**src/rtl/regfile_write_arbiter_pkg.sv**
```systemverilog
// Shared register-file definitions for the writeback arbiter and its round-robin picker.
package regfile_write_arbiter_pkg;

    localparam int unsigned REG_ADDR_W = 5;

    typedef logic [REG_ADDR_W-1:0] reg_addr_t;

    localparam reg_addr_t ZERO_REG = '0;

    // Width of a pointer able to index n requesters (at least one bit).
    function automatic int unsigned ptr_width(input int unsigned n);
        return (n > 1) ? $clog2(n) : 1;
    endfunction

endpackage

```
**src/rtl/regfile_write_arbiter_rr_priority_pick.sv**
```systemverilog
// Combinational round-robin pick: first valid requester at or after ptr, modulo N.
module rr_priority_pick #(
    parameter int unsigned N    = 3,
    parameter int unsigned PtrW = 2
) (
    input  logic [N-1:0]    i_req,
    input  logic [PtrW-1:0] i_ptr,
    input  logic            i_stall,
    output logic [N-1:0]    o_grant_onehot,
    output logic [PtrW-1:0] o_grant_idx
);

    int unsigned     w_pos;
    logic [PtrW-1:0] w_pos_idx;
    logic            w_found;

    always_comb begin
        o_grant_onehot = '0;
        o_grant_idx    = '0;
        w_found        = 1'b0;
        w_pos          = 0;
        w_pos_idx      = '0;
        for (int unsigned off = 0; off < N; off++) begin
            w_pos = 32'(i_ptr) + off;
            if (w_pos >= N) begin
                w_pos = w_pos - N;
            end
            w_pos_idx = PtrW'(w_pos);
            if (!w_found && !i_stall && i_req[w_pos_idx]) begin
                w_found                   = 1'b1;
                o_grant_onehot[w_pos_idx] = 1'b1;
                o_grant_idx               = w_pos_idx;
            end
        end
    end

endmodule

```
**src/rtl/regfile_write_arbiter.sv**
```systemverilog
// Round-robin arbiter sharing the register-file write port; one registered write per cycle.
module regfile_write_arbiter
    import regfile_write_arbiter_pkg::*;
#(
    parameter int unsigned NREQ   = 3,
    parameter int unsigned DATA_W = 32
) (
    input  logic                     i_clock,
    input  logic                     i_reset_n,
    input  logic [NREQ-1:0]          i_req_valid,
    input  logic [REG_ADDR_W*NREQ-1:0] i_req_addr,
    input  logic [DATA_W*NREQ-1:0]   i_req_data,
    output logic [NREQ-1:0]          o_req_ready,
    input  logic                     i_stall,
    output logic                     o_wr_en,
    output logic [REG_ADDR_W-1:0]    o_wr_addr,
    output logic [DATA_W-1:0]        o_wr_data,
    output logic [NREQ-1:0]          o_last_grant
);

    localparam int unsigned PtrW = ptr_width(NREQ);

    logic [PtrW-1:0]   r_rr_ptr;
    logic [NREQ-1:0]   r_last_grant;
    logic              r_wr_en;
    reg_addr_t         r_wr_addr;
    logic [DATA_W-1:0] r_wr_data;

    logic [NREQ-1:0]   w_grant;
    logic [PtrW-1:0]   w_idx;
    logic              w_any;
    reg_addr_t         w_addr;
    logic [DATA_W-1:0] w_data;
    logic [PtrW-1:0]   w_ptr_next;

    // Holding reset through the picker keeps ready low while reset_n is asserted.
    rr_priority_pick #(
        .N    (NREQ),
        .PtrW (PtrW)
    ) u_pick (
        .i_req          (i_req_valid),
        .i_ptr          (r_rr_ptr),
        .i_stall        (i_stall | ~i_reset_n),
        .o_grant_onehot (w_grant),
        .o_grant_idx    (w_idx)
    );

    assign w_any      = |w_grant;
    assign w_addr     = i_req_addr[REG_ADDR_W*w_idx +: REG_ADDR_W];
    assign w_data     = i_req_data[DATA_W*w_idx +: DATA_W];
    assign w_ptr_next = (w_idx == PtrW'(NREQ - 1)) ? '0 : w_idx + PtrW'(1);

    always_ff @(posedge i_clock or negedge i_reset_n) begin
        if (!i_reset_n) begin
            r_rr_ptr     <= '0;
            r_last_grant <= '0;
            r_wr_en      <= 1'b0;
            r_wr_addr    <= '0;
            r_wr_data    <= '0;
        end else if (w_any) begin
            r_rr_ptr     <= w_ptr_next;
            r_last_grant <= w_grant;
            // $r0 writes consume the grant but never reach the register file.
            r_wr_en      <= (w_addr != ZERO_REG);
            r_wr_addr    <= w_addr;
            r_wr_data    <= w_data;
        end else begin
            r_wr_en <= 1'b0;
        end
    end

    assign o_req_ready  = w_grant;
    assign o_wr_en      = r_wr_en;
    assign o_wr_addr    = r_wr_addr;
    assign o_wr_data    = r_wr_data;
    assign o_last_grant = r_last_grant;

endmodule
```
**config.mk**
```make
export PLATFORM = sky130hd
export DESIGN_NAME = regfile_write_arbiter
export DESIGN_NICKNAME = d
export VERILOG_FILES = /design/src/rtl/regfile_write_arbiter_pkg.sv /design/src/rtl/regfile_write_arbiter_rr_priority_pick.sv /design/src/rtl/regfile_write_arbiter.sv
export SDC_FILE = /design/constraint.sdc
export NUM_CORES = 1
export LEC_CHECK = 0
export BUFFER_PORTS_ARGS = -buffer_cell sky130_fd_sc_hd__buf_2
export CORE_MARGIN = 3
export CORE_UTILIZATION = 47
export CTS_BUF_LIST = sky130_fd_sc_hd__clkbuf_4 sky130_fd_sc_hd__clkbuf_8
export CTS_CLUSTER_SIZE = 20
export DETAILED_ROUTE_END_ITERATION = 16
export PLACE_DENSITY = 0.83
export SLEW_MARGIN = 0
export SYNTH_ARGS = -nofsm -noshare
export SYNTH_HDL_FRONTEND = slang
export SYNTH_SLANG_ARGS = --single-unit
```
**constraint.sdc**
```tcl
create_clock -name i_clock -period 3.5 [get_ports i_clock]
set_clock_uncertainty 0.05 [all_clocks]
set_input_delay 0.175 -clock i_clock [delete_from_list [all_inputs] [get_ports i_clock]]
set_output_delay 0.175 -clock i_clock [all_outputs]
set_load 0.1 [all_outputs]
```
# Yosys cells after proc, flatten, opt, wreduce, memory -nomap -nowiden
# Index checks and enable logic that the tools add are counted.
# Widths: inputs -> output; s select.
word_totals:
  word_cells: 66
  out_inout_bits: 44
  register_bits: 43
op_classes:
  n_reduce_logical: 13
  bitwise: 4
  shift: 2
  magnitude_cmp: 9
  n_eq_ne: 1
  n_addsub: 6
  n_mul: 1
  mux: 25
op_table:
  columns: ["op", "count"]
  rows:
  - ["$shiftx 96x8->32", 1]
  - ["$shiftx 15x6->5", 1]
  - ["$mux 2", 7]
  - ["$lt 2x3->1 const B", 3]
  - ["$mux 1", 9]
  - ["$mux 3", 3]
  - ["$logic_and 1x1->1", 8]
  - ["$bmux 1 s2", 3]
  - ["$demux 1 s2", 3]
  - ["$ge 2x1->1 const B", 3]
  - ["$ge 3x2->1 const B", 2]
  - ["$or 3x3->3", 2]
  - ["$sub 2x2->2 const B", 3]
  - ["$mul 3x2->5 const A", 1]
  - ["$reduce_bool 5->1", 1]
  - ["$add 2x1->3 const B", 1]
  - ["$add 2x2->3 const B", 1]
  - ["$logic_not 1->1", 3]
  - ["$reduce_or 3->1", 1]
  - ["$add 2x1->2 const B", 1]
  - ["$eq 2x2->1 const B", 1]
  - ["$ge 2x2->1 const B", 1]
  - ["$not 1->1", 1]
  - ["$or 1x1->1", 1]

# Longest topological paths before layout
# Gate-level depths: netlist of run 1.
logic_depth:
  ltp_word: 18
  depth_mapped: 11
  mapped_depth_nobuf: 8

# Modules after synthesis
# A second synthesis of run 1 with hierarchy kept.
unflattened:
  cells_unflattened: 296
  area_unflattened_um2: 2592.5
by_module_without_submodules:
  columns: ["mod", "n_inst", "area_per_inst_um2", "cells_per_inst"]
  rows:
  - ["regfile_write_arbiter", 1, 2317.2, 259]
  - ["rr_priority_pick", 1, 275.3, 37]

# Least setup slack after synthesis of run 1
# Ideal clock, no wire load.
synth_path:
  kind: "flip-flop to flip-flop"
  start: "register r_rr_ptr[0]"
  end: "register r_wr_addr[1] (netlist: o_wr_addr[1])"
  setup_slack_ps: -377
  synth_period_minus_slack_ps: 3877
  t_required_ps: 3324
  arrival_time_ps: 3701
  path_stages_with_launch: 11
  path_cell_list: "dfrtp_1 -> inv_1 -> ha_1 -> buf_2 -> nand3b_1 -> o21a_1 -> a31oi_1 -> or4b_1 -> buf_6 -> buf_6 -> mux2_4"
synth_via:
  word_cells_on_any_way: 52
  cone_classes: "5 x add/sub; 1 x mul; 9 x order compare; 1 x shift; 23 x mux; 2 x bitwise; 11 x reduce/logical"
synth_rtl:
  columns: ["item", "line", "source"]
  rows:
  - ["start: declaration", "regfile_write_arbiter.sv:23", "logic [PtrW-1:0] r_rr_ptr;"]
  - ["start signal: assignment", "regfile_write_arbiter.sv:61", "r_rr_ptr <= w_ptr_next;"]
  - ["branches (longest 13 deep; another with $add 2x1->3)", null, null]
  - ["$mux 3 *", "regfile_write_arbiter_rr_priority_pick.sv:29", "if (!w_found && !i_stall && i_req[w_pos_idx]) begin"]
  - ["net o_req_ready[2]", "regfile_write_arbiter.sv:13", "output logic [NREQ-1:0] o_req_ready,"]
  - ["$reduce_or 3->1 *", "regfile_write_arbiter.sv:48", "assign w_any = |w_grant;"]
  - ["end signal: assignment", "regfile_write_arbiter.sv:65", "r_wr_addr <= w_addr;"]
  - ["end: declaration", "regfile_write_arbiter.sv:26", "reg_addr_t r_wr_addr;"]
# Mark *: on every way through the listed nets, which the timed path passes. The select of a mux whose other input is x is not followed.
# A chain may end at the register's enable or synchronous reset.

# Worst setup path after layout of run 1
layout_path:
  start: "register r_rr_ptr[1]"
  end: "register r_wr_data[0] (netlist: o_wr_data[0])"
layout_via:
  elab_chain_len: 15
  word_cells_on_any_way: 51
  cone_classes: "5 x add/sub; 9 x order compare; 1 x shift; 23 x mux; 2 x bitwise; 11 x reduce/logical"
layout_lines:
  columns: ["item", "line", "source"]
  rows:
  - ["branches (longest 15 deep; another with $add 2x1->3)", null, null]
  - ["end signal: assignment", "regfile_write_arbiter.sv:66", "r_wr_data <= w_data;"]
  - ["end: declaration", "regfile_write_arbiter.sv:27", "logic [DATA_W-1:0] r_wr_data;"]
# Parallel ways; which one is timed is not known. The select of a mux whose other input is x is not followed.

==> results of run 1 <==
[repair_timing]
action / in CTS / in global routing
setup endpoints to repair: 0 / 0
hold buffers: 1 / 0
hold endpoints to repair: 43 / 0
[worst paths after layout]
kind	start	endpoint	slack [ns]
max	r_rr_ptr[1]	o_wr_data[0]	0.47
min	i_req_data[41]	o_wr_data[9]	0.18
max reg2reg	r_rr_ptr[1]	o_wr_data[0]	0.47
min reg2reg	o_wr_data[1]	o_wr_data[1]	0.46
max in group asynchronous	i_reset_n	o_wr_data[22]	2.52
min in group asynchronous	i_reset_n	r_rr_ptr[0]	0.50
[metal layers]
metal | vias up | GRT usage
met1 | 1142 | 0.2204
met5 | - | 0
li1 | 1176 | -
met3 | 6 | 0.05418
met2 | 115 | 0.3540
met4 | 0 | 0.03824
[logic make-up after synthesis]
group,after synthesis
compound gates,22
buf+inv,25
flops,43
mux,119
simple gates,24
fa+ha+maj,4
[cells in the mapped netlist]
| cell | number | area (um2) |
|---|---|---|
| sky130_fd_sc_hd__a2111o_1 | 1 | 11.26 |
| sky130_fd_sc_hd__a211oi_1 | 1 | 7.510 |
| sky130_fd_sc_hd__a21o_1 | 1 | 7.510 |
| sky130_fd_sc_hd__a21oi_1 | 5 | 25.02 |
| sky130_fd_sc_hd__a31o_2 | 1 | 8.760 |
| sky130_fd_sc_hd__a31oi_1 | 1 | 6.260 |
| sky130_fd_sc_hd__a41oi_1 | 1 | 8.760 |
| sky130_fd_sc_hd__buf_12 | 3 | 60.06 |
| sky130_fd_sc_hd__buf_2 | 4 | 20.02 |
| sky130_fd_sc_hd__buf_6 | 3 | 33.78 |
| sky130_fd_sc_hd__clkbuf_1 | 6 | 22.52 |
| sky130_fd_sc_hd__dfrtp_1 | 43 | 1076 |
| sky130_fd_sc_hd__ha_1 | 4 | 50.05 |
| sky130_fd_sc_hd__inv_1 | 9 | 33.78 |
| sky130_fd_sc_hd__mux2_2 | 77 | 867.1 |
| sky130_fd_sc_hd__mux2_4 | 35 | 525.5 |
| sky130_fd_sc_hd__mux2i_1 | 7 | 70.07 |
| sky130_fd_sc_hd__nand2_1 | 4 | 15.01 |
| sky130_fd_sc_hd__nand2b_1 | 3 | 18.77 |
| sky130_fd_sc_hd__nand3_1 | 2 | 10.01 |
| sky130_fd_sc_hd__nand3b_1 | 1 | 7.510 |
| sky130_fd_sc_hd__nand4b_1 | 1 | 8.760 |
| sky130_fd_sc_hd__nor2_1 | 3 | 11.26 |
| sky130_fd_sc_hd__nor2b_1 | 5 | 31.28 |
| sky130_fd_sc_hd__nor3_1 | 3 | 15.01 |
| sky130_fd_sc_hd__o2111ai_1 | 1 | 8.760 |
| sky130_fd_sc_hd__o21a_1 | 1 | 7.510 |
| sky130_fd_sc_hd__o21ai_0 | 6 | 30.03 |
| sky130_fd_sc_hd__o21ai_1 | 1 | 5.000 |
| sky130_fd_sc_hd__o21ai_2 | 1 | 8.760 |
| sky130_fd_sc_hd__o31a_1 | 1 | 8.760 |
| sky130_fd_sc_hd__or3_1 | 1 | 6.260 |
| sky130_fd_sc_hd__or4b_1 | 1 | 10.01 |
[registers in the layout (all words and copies together) (netlist names)]
| signal | cells |
|---|---|
| o_wr_data | 32 |
| o_wr_addr | 5 |
| o_last_grant | 3 |
| r_rr_ptr | 2 |
| o_wr_en | 1 |
[per-stage QoR]
stage	std cells	area (um2)	hold slack, ns	util	setup slack [ns]
after floorplan	237	3043	-0.1706	-	0.2801
after global placement	463	3884	0.2513	0.6371	0.6574
after detailed placement	463	3884	0.2777	0.6371	0.5102
after CTS	472	3986	0.1745	0.6539	0.4842
after global routing	472	3986	0.1675	0.6539	0.1891
final	472	3986	0.1802	0.6539	0.4657
[worst reg2reg max path: cells and delay by family (launching register included)]
family                     cells  cell delay (ns)
muxes                          2             0.71
and+or+nand+nor                1             0.24
buffers and inverters          2             0.46
AOI/OAI and AO/OA              3             0.67
DFF                            1             0.41
adders and majority gates      1             0.38
[area by class of cell]
class	count	area, um2
Fill cell	489	2110
Timing Repair Buffer	168	863.3
Sequential cell	43	1076
Clock inverter	3	23.77
Tap cell	75	93.84
Inverter	9	33.78
Clock buffer	5	68.82
Multi-Input combinational cell	169	1827
==> impl_metrics.toml, run 1 <==
[critical_path]
cp_top_family = "multiplexers"
worstRegToRegCells = 9
worst_setup_path_start_kind = "flop"
crit_buf_inv = 2
cp.arrival_ns = 3.16
cp_common_cell = "sky130_fd_sc_hd__o21ai_0"
cp_slowest_stage_delay_ns = 0.41
critical_path_class = "reg -> reg"
critical_path_end_type = "flop"
required_ns = 3.63
slowest_library_cell_on_the_worst_path = "sky130_fd_sc_hd__dfrtp_1"
critical_path.cell_chain = "inv_1, ha_1, mux2i_1, o21ai_0, a211oi_1, o21ai_0, or4b_2, buf_4, mux2_2"
critPathMaxFanout = 22
number_of_stages_on_the_worst_setup_path = 9

[die]
core_um2 = 6096
design.portCount = 161
initial_utilization = 0.4982
die-width_um = 86.38
area_enclosed_by_the_die_boundary_um2 = 7462
die_h_um = 86.38
num_rows = 28

[logic_synthesis]
syn-cell-area_um2 = 3037
post_synth_fa_ha_maj_area_fraction = 0.01648
synth_cell_type_count = 33
synth.avg_cell_area_um2 = 12.81
post_synth_xor_area_fraction = 0
seq_area_frac_synth = 0.3543
synthesis.nets = 358
synthesis.yosys.warnings = 0
post_synthesis_instance_total = 237
yosys.area_share.simple = 0.04409
synth_compound_gate_area_share = 0.04738
post_synth_mux_area_share = 0.4817
yosys_register_bits = 43
dominant_combinational_cell_family_by_area_after_synthesis = "multiplexers"

[clock_tree]
cts_max_level = 2
cts.repair.resized = 0
clkLatencyLatePin_ns = 0.29
cts_tree = "built"
numClockSinks = 43
ctsRootBufferMaster = "sky130_fd_sc_hd__clkbuf_8"
numCtsBuffers = 5
clkSlewWorstSetupHoldPaths_ns = 0.10
post_cts.repair.setup_buffers = 0
clk_path_buf_depth = 2

[sta]
max_slew_violation_count = 0
grt_setup_unrepaired = "no"
fmax_ghz = 0.3296
post_route_minimum_period_ns = 3.034
layout_worst_path_cycle_share = 0.8669
max_slew.worst_pin.slew_ns = 0.5600
maxSlewHeadroom = 0.6266
final_hold_viol_count = 0
setup_tns_ns = 0
finalSetupViolations = 0

[global_route]
grt_max_degree = 45
grt_use_total = 0.1918
grt_remaining_overflow = 0
grt_pass1_vias = 2435
antenna_found_initial = 0
grt_first_pass_wirelength_um = 11360

[run]
cap_viol_max_count = 0

[cells_and_area]
drive_above_1_share = 0.7380
design.final.nets = 517
diodes = 0
layout-area-overhead-vs-synth_pct = 31.27
layout_common_cells = "sky130_fd_sc_hd__buf_2 (160), sky130_fd_sc_hd__mux2_2 (77), sky130_fd_sc_hd__dfrtp_1 (43), sky130_fd_sc_hd__mux2_4 (35), sky130_fd_sc_hd__inv_1 (9)"
final_common_cell = "sky130_fd_sc_hd__buf_2"

[drt]
detail_route.drc_violations = 0
wl_met1_um = 2837
totalWireLength_um = 7388
drt_iter0_markers = 85
met2WireLength_um = 3783
viasPerCell = 5.167
vias = 2439
top_layer = "met4"
route.met3.wl_um = 708
wl_per_cell_um = 15.65
drt_pre_antenna_iters = 4
ant_nets = 0

[place]
place.gp.congestion = 0.8490
buffer_ports.inserted = 160
place.detailed.hpwl_um = 5893

[hold_path]
hold-path-cell-count = 3
worst_hold_path_type = "in -> reg"

[status]
status = "completed"
Power of run 1 is not shown: default switching activity piles up to over one toggle a cycle in this logic, so the estimate is an artifact.
==> run 2, diff against run 1 <==
CORE_UTILIZATION = 34   (was 47)
GPL_ROUTABILITY_DRIVEN = 0   (was not set)
GPL_TIMING_DRIVEN = 1   (was not set)
PLACE_DENSITY = not set   (was 0.83)
==> impl_metrics.toml, run 2 (same netlist as run 1, synthesis figures left out) <==
[die]
die_h_um = 100.5
initial_utilization = 0.3605
die-width_um = 100.5
design.portCount = 161
area_enclosed_by_the_die_boundary_um2 = 10100
num_rows = 33
core_um2 = 8423

[global_route]
grt_first_pass_wirelength_um = 11900
grt_remaining_overflow = 0
grt_pass1_vias = 2480
use_met1 = 0.1769
groute.layer.met2.usage = 0.2548
grt_busiest_layer = "met2"
grtUsageMet3 = 0.04360
antenna_found_initial = 0
grt_use_total = 0.1470
grt_max_degree = 45

[sta]
final_hold_viol_count = 0
setup_tns_ns = 0
max_slew.worst_pin.slew_ns = 0.5593
layout_worst_path_cycle_share = 0.8611
maxSlewHeadroom = 0.6271
finalSetupViolations = 0
max_slew_violation_count = 0
grt_setup_unrepaired = "no"
setup_ws_ns = 0.4862
post_route_minimum_period_ns = 3.014
fmax_ghz = 0.3318

[clock_tree]
cts_tree = "built"
clkSlewWorstSetupHoldPaths_ns = 0.09
ctsRootBufferMaster = "sky130_fd_sc_hd__clkbuf_8"
post_cts.repair.setup_buffers = 0
clk_path_buf_depth = 2
numClockSinks = 43
cts_max_level = 2
cts.repair.resized = 0
numCtsBuffers = 5
clkLatencyLatePin_ns = 0.29
hold_buffers = 1

[cells_and_area]
final_common_cell = "sky130_fd_sc_hd__buf_2"
drive_above_1_share = 0.7380
design.final.nets = 517
diodes = 0
largest_register_ff_count = 32
layout_common_cells = "sky130_fd_sc_hd__buf_2 (160), sky130_fd_sc_hd__mux2_2 (77), sky130_fd_sc_hd__dfrtp_1 (43), sky130_fd_sc_hd__mux2_4 (35), sky130_fd_sc_hd__inv_1 (9)"
layout-area-overhead-vs-synth_pct = 33.04

[place]
buffer_ports.inserted = 160
place.detailed.hpwl_um = 5980
dpl_worst_slack_ns = 0.4959

[drt]
drt_pre_antenna_iters = 6
drt_iter0_markers = 27
detail_route.drc_violations = 0
vias = 2431
totalWireLength_um = 7620
viasPerCell = 4.843
wl_per_cell_um = 15.18
ant_nets = 0

[hold_path]
worst_hold_path_type = "in -> reg"

[status]
status = "completed"

[critical_path]
worst_setup_path_start_kind = "flop"
critical_path_class = "reg -> reg"
critPathMaxFanout = 16
required_ns = 3.63
cp.arrival_ns = 3.15
critical_path_end_type = "flop"

[run]
cap_viol_max_count = 0
-- run 2: worst paths after layout --
kind	from	end	slack, ns	depth (start not counted)
max in group asynchronous	i_reset_n	o_wr_addr[1]	2.51	3
worst max-delay path	r_rr_ptr[1]	o_wr_data[17]	0.49	9
worst min-delay path	i_req_data[45]	o_wr_data[13]	0.18	3
worst max register to register	r_rr_ptr[1]	o_wr_data[17]	0.49	9
min in group asynchronous	i_reset_n	o_wr_data[5]	0.50	3
worst min register to register	o_wr_data[18]	o_wr_data[18]	0.46	1
-- run 2: routing by layer --
| layer | up-vias | share of wire |
|---|---|---|
| li1 | 1176 | - |
| met1 | 1143 | 0.40 |
| met2 | 101 | 0.49 |
| met3 | 11 | 0.088 |
| met4 | 0 | 0.016 |
| met5 | - | 0 |
-- run 2: area by class of cell --
class / count / area [um2]
clock inverters: 3 / 23.77
well taps: 105 / 131.4
clock buffers: 5 / 68.82
inverters: 9 / 33.78
multi-input cells: 169 / 1831
repair buffers: 168 / 875.8
flip-flops and latches: 43 / 1076
fillers: 819 / 4383
-- run 2: stage by stage --
stage | hold WS [ns] | util | instance area (um2) | instances
final | 0.1837 | 0.4796 | 4040 | 502
after global routing | 0.1743 | 0.4796 | 4040 | 502
after CTS | 0.1686 | 0.4796 | 4040 | 502
after detailed placement | 0.2716 | 0.4675 | 3938 | 493
after global placement | 0.2622 | 0.4675 | 3938 | 493
after floorplan | -0.1706 | - | 3043 | 237
-- run 2: critical path, cell delays in order (launching register included) --
cell and delay (ns):
sky130_fd_sc_hd__dfrtp_1 0.41, sky130_fd_sc_hd__inv_1 0.11, sky130_fd_sc_hd__ha_1 0.37, sky130_fd_sc_hd__mux2i_1 0.30, sky130_fd_sc_hd__o21ai_0 0.14, sky130_fd_sc_hd__a211oi_1 0.36, sky130_fd_sc_hd__o21ai_0 0.14, sky130_fd_sc_hd__or4b_4 0.42
sky130_fd_sc_hd__buf_4 0.27, sky130_fd_sc_hd__mux2_4 0.31
Power of run 2 is left out for the same reason.
==> run 3, diff against run 2 <==
--- a/config.mk
+++ b/config.mk
@@ -7,3 +7,2 @@
 export LEC_CHECK = 0
-export BUFFER_PORTS_ARGS = -buffer_cell sky130_fd_sc_hd__buf_2
 export CORE_MARGIN = 3
@@ -13,4 +12,6 @@
 export DETAILED_ROUTE_END_ITERATION = 16
+export DONT_BUFFER_PORTS = 1
 export GPL_ROUTABILITY_DRIVEN = 0
 export GPL_TIMING_DRIVEN = 1
+export HOLD_SLACK_MARGIN = 0.02
 export SLEW_MARGIN = 0
--- a/constraint.sdc
+++ b/constraint.sdc
@@ -4,2 +4,2 @@
 set_output_delay 0.175 -clock i_clock [all_outputs]
-set_load 0.1 [all_outputs]
+set_load 0.005 [all_outputs]
==> impl_metrics.toml, run 3 (same netlist as run 1, synthesis figures left out) <==
[run]
cap_viol_max_count = 0

[die]
area_enclosed_by_the_die_boundary_um2 = 10100
num_rows = 33
core_um2 = 8423
die_h_um = 100.5
design.portCount = 161
initial_utilization = 0.3605
die-width_um = 100.5

[global_route]
grt_pass1_vias = 1941
grt_first_pass_wirelength_um = 10350
grt_max_degree = 44
antenna_found_initial = 0
grt_use_total = 0.1308
grt_remaining_overflow = 0

[clock_tree]
cts_max_level = 2
numClockSinks = 43
clkLatencyLatePin_ns = 0.29
cts_tree = "built"
clkSlewWorstSetupHoldPaths_ns = 0.09
clk_path_buf_depth = 2
ctsRootBufferMaster = "sky130_fd_sc_hd__clkbuf_8"
cts.repair.resized = 0
numCtsBuffers = 5

[critical_path]
critical_path_class = "reg -> reg"
required_ns = 3.64
cp_slowest_stage_delay_ns = 0.41
critical_path_end_type = "flop"
critPathMaxFanout = 21
critical_path.cell_chain = "inv_1, ha_1, mux2i_1, a2111o_1, a211oi_1, o21ai_0, or4b_2, buf_4, mux2_2"
slowest_library_cell_on_the_worst_path = "sky130_fd_sc_hd__dfrtp_1"
cp.arrival_ns = 3.15
worst_setup_path_start_kind = "flop"

[place]
buffer_ports.inserted = 0
dpl_worst_slack_ns = 0.5402
place.detailed.hpwl_um = 5099

[drt]
detail_route.drc_violations = 0
ant_nets = 0
viasPerCell = 5.387
wl_per_cell_um = 20.34
vias = 1837
drt_pre_antenna_iters = 4
totalWireLength_um = 6936
drt_iter0_markers = 45

[cells_and_area]
largest_register_ff_count = 32
filler_cell_count = 813
diodes = 0
layout-area-overhead-vs-synth_pct = 7.581
final_core_utilization = 0.3878
final_common_cell = "sky130_fd_sc_hd__mux2_2"
area_occupied_by_registers_um2 = 1076
drive_above_1_share = 0.5551
multiInputGateArea_um2 = 1821
design.final.nets = 356
layout_common_cells = "sky130_fd_sc_hd__mux2_2 (77), sky130_fd_sc_hd__dfrtp_1 (43), sky130_fd_sc_hd__mux2_4 (35), sky130_fd_sc_hd__inv_1 (9), sky130_fd_sc_hd__mux2i_1 (7)"

[power]
power.leakage_nw = 1.383
vdd_ir_drop_max_mv = 0.2436
power-per-cell-area_nw_per_um2 = 767.2

[sta]
grt_setup_unrepaired = "no"
layout_worst_path_cycle_share = 0.8611
post_route_minimum_period_ns = 3.014
max_slew.worst_pin.slew_ns = 0.4415
final_hold_viol_count = 0
setup_ws_ns = 0.4861
max_slew_violation_count = 0
fmax_ghz = 0.3318
maxSlewHeadroom = 0.7026
setup_tns_ns = 0
finalSetupViolations = 0

[status]
status = "completed"

[hold_path]
worst_hold_path_type = "in -> reg"
-- run 3: cell types whose count changed in the layout (fill, tap and decap cells not counted), sizes merged --
cell      delta
clkinvlp     -2
clkbuf       +1
buf        -161
inv          -1
bufinv       +1
clkinv       +1
-- run 3: what timing repair did --
item | 4_1_cts | 5_1_grt
hold endpoints to repair | 43 | 0
buffers inserted | 0 | 0
hold buffers | 2 | 0
endpoints found under the setup margin | 0 | 0
-- run 3: area by class of cell --
cell class / count / share of cell area
sequential: 43 / 0.3294
clock buffer: 6 / 0.02528
multi-input combinational: 169 / 0.5573
tap: 105 / 0.04021
clock inverter: 2 / 0.01072
inverter: 9 / 0.01034
timing repair buffer: 7 / 0.02681
-- run 3: metrics by stage --
stage                     total power [mW]  instance area [um2]  cells  hold WS (ns)
after floorplan                      1.973                 3037    237       -0.1706
after global placement               2.079                 3112    331       -0.1689
after detailed placement             2.101                 3112    331       -0.1690
after CTS                            2.545                 3267    341       0.08359
after global routing                 2.660                 3267    341       0.08414
final                                2.506                 3267    341       0.09793
-- run 3: power by group --
group	internal, mW	switching, mW
logic	0.694	0.425
clock network	0.231	0.177
registers	0.753	0.225
total	1.68	0.828
-- run 3: critical path, delay by kind of cell (launching register included) --
family,cells,cell delay [ns]
AOI/OAI and AO/OA,3,0.86
muxes,2,0.51
buffers and inverters,2,0.46
DFF,1,0.41
adders and majority gates,1,0.37
and+or+nand+nor,1,0.24
-- run 3: path summary, 6_finish.rpt --
check	startpoint	to	slack, ns	depth (start not counted)
max reg2reg	r_rr_ptr[1]	o_wr_data[1]	0.49	9
max in group asynchronous	i_reset_n	o_wr_addr[2]	2.86	2
max	r_rr_ptr[1]	o_wr_data[1]	0.49	9
min	i_req_data[39]	o_wr_data[7]	0.1	2
min in group asynchronous	i_reset_n	o_wr_data[9]	0.34	2
min reg2reg	o_wr_data[6]	o_wr_data[6]	0.50	1
-- run 3: routing by layer --
| metal | vias up | track usage | routed length (um) |
|---|---|---|---|
| li1 | 849 | - | - |
| met1 | 891 | 0.1721 | 2900 |
| met2 | 91 | 0.2090 | 3431 |
| met3 | 6 | 0.03737 | 537 |
| met4 | 0 | 0.03834 | 66 |
| met5 | - | 0 | 0 |
Power figures use the tool's default switching activity.
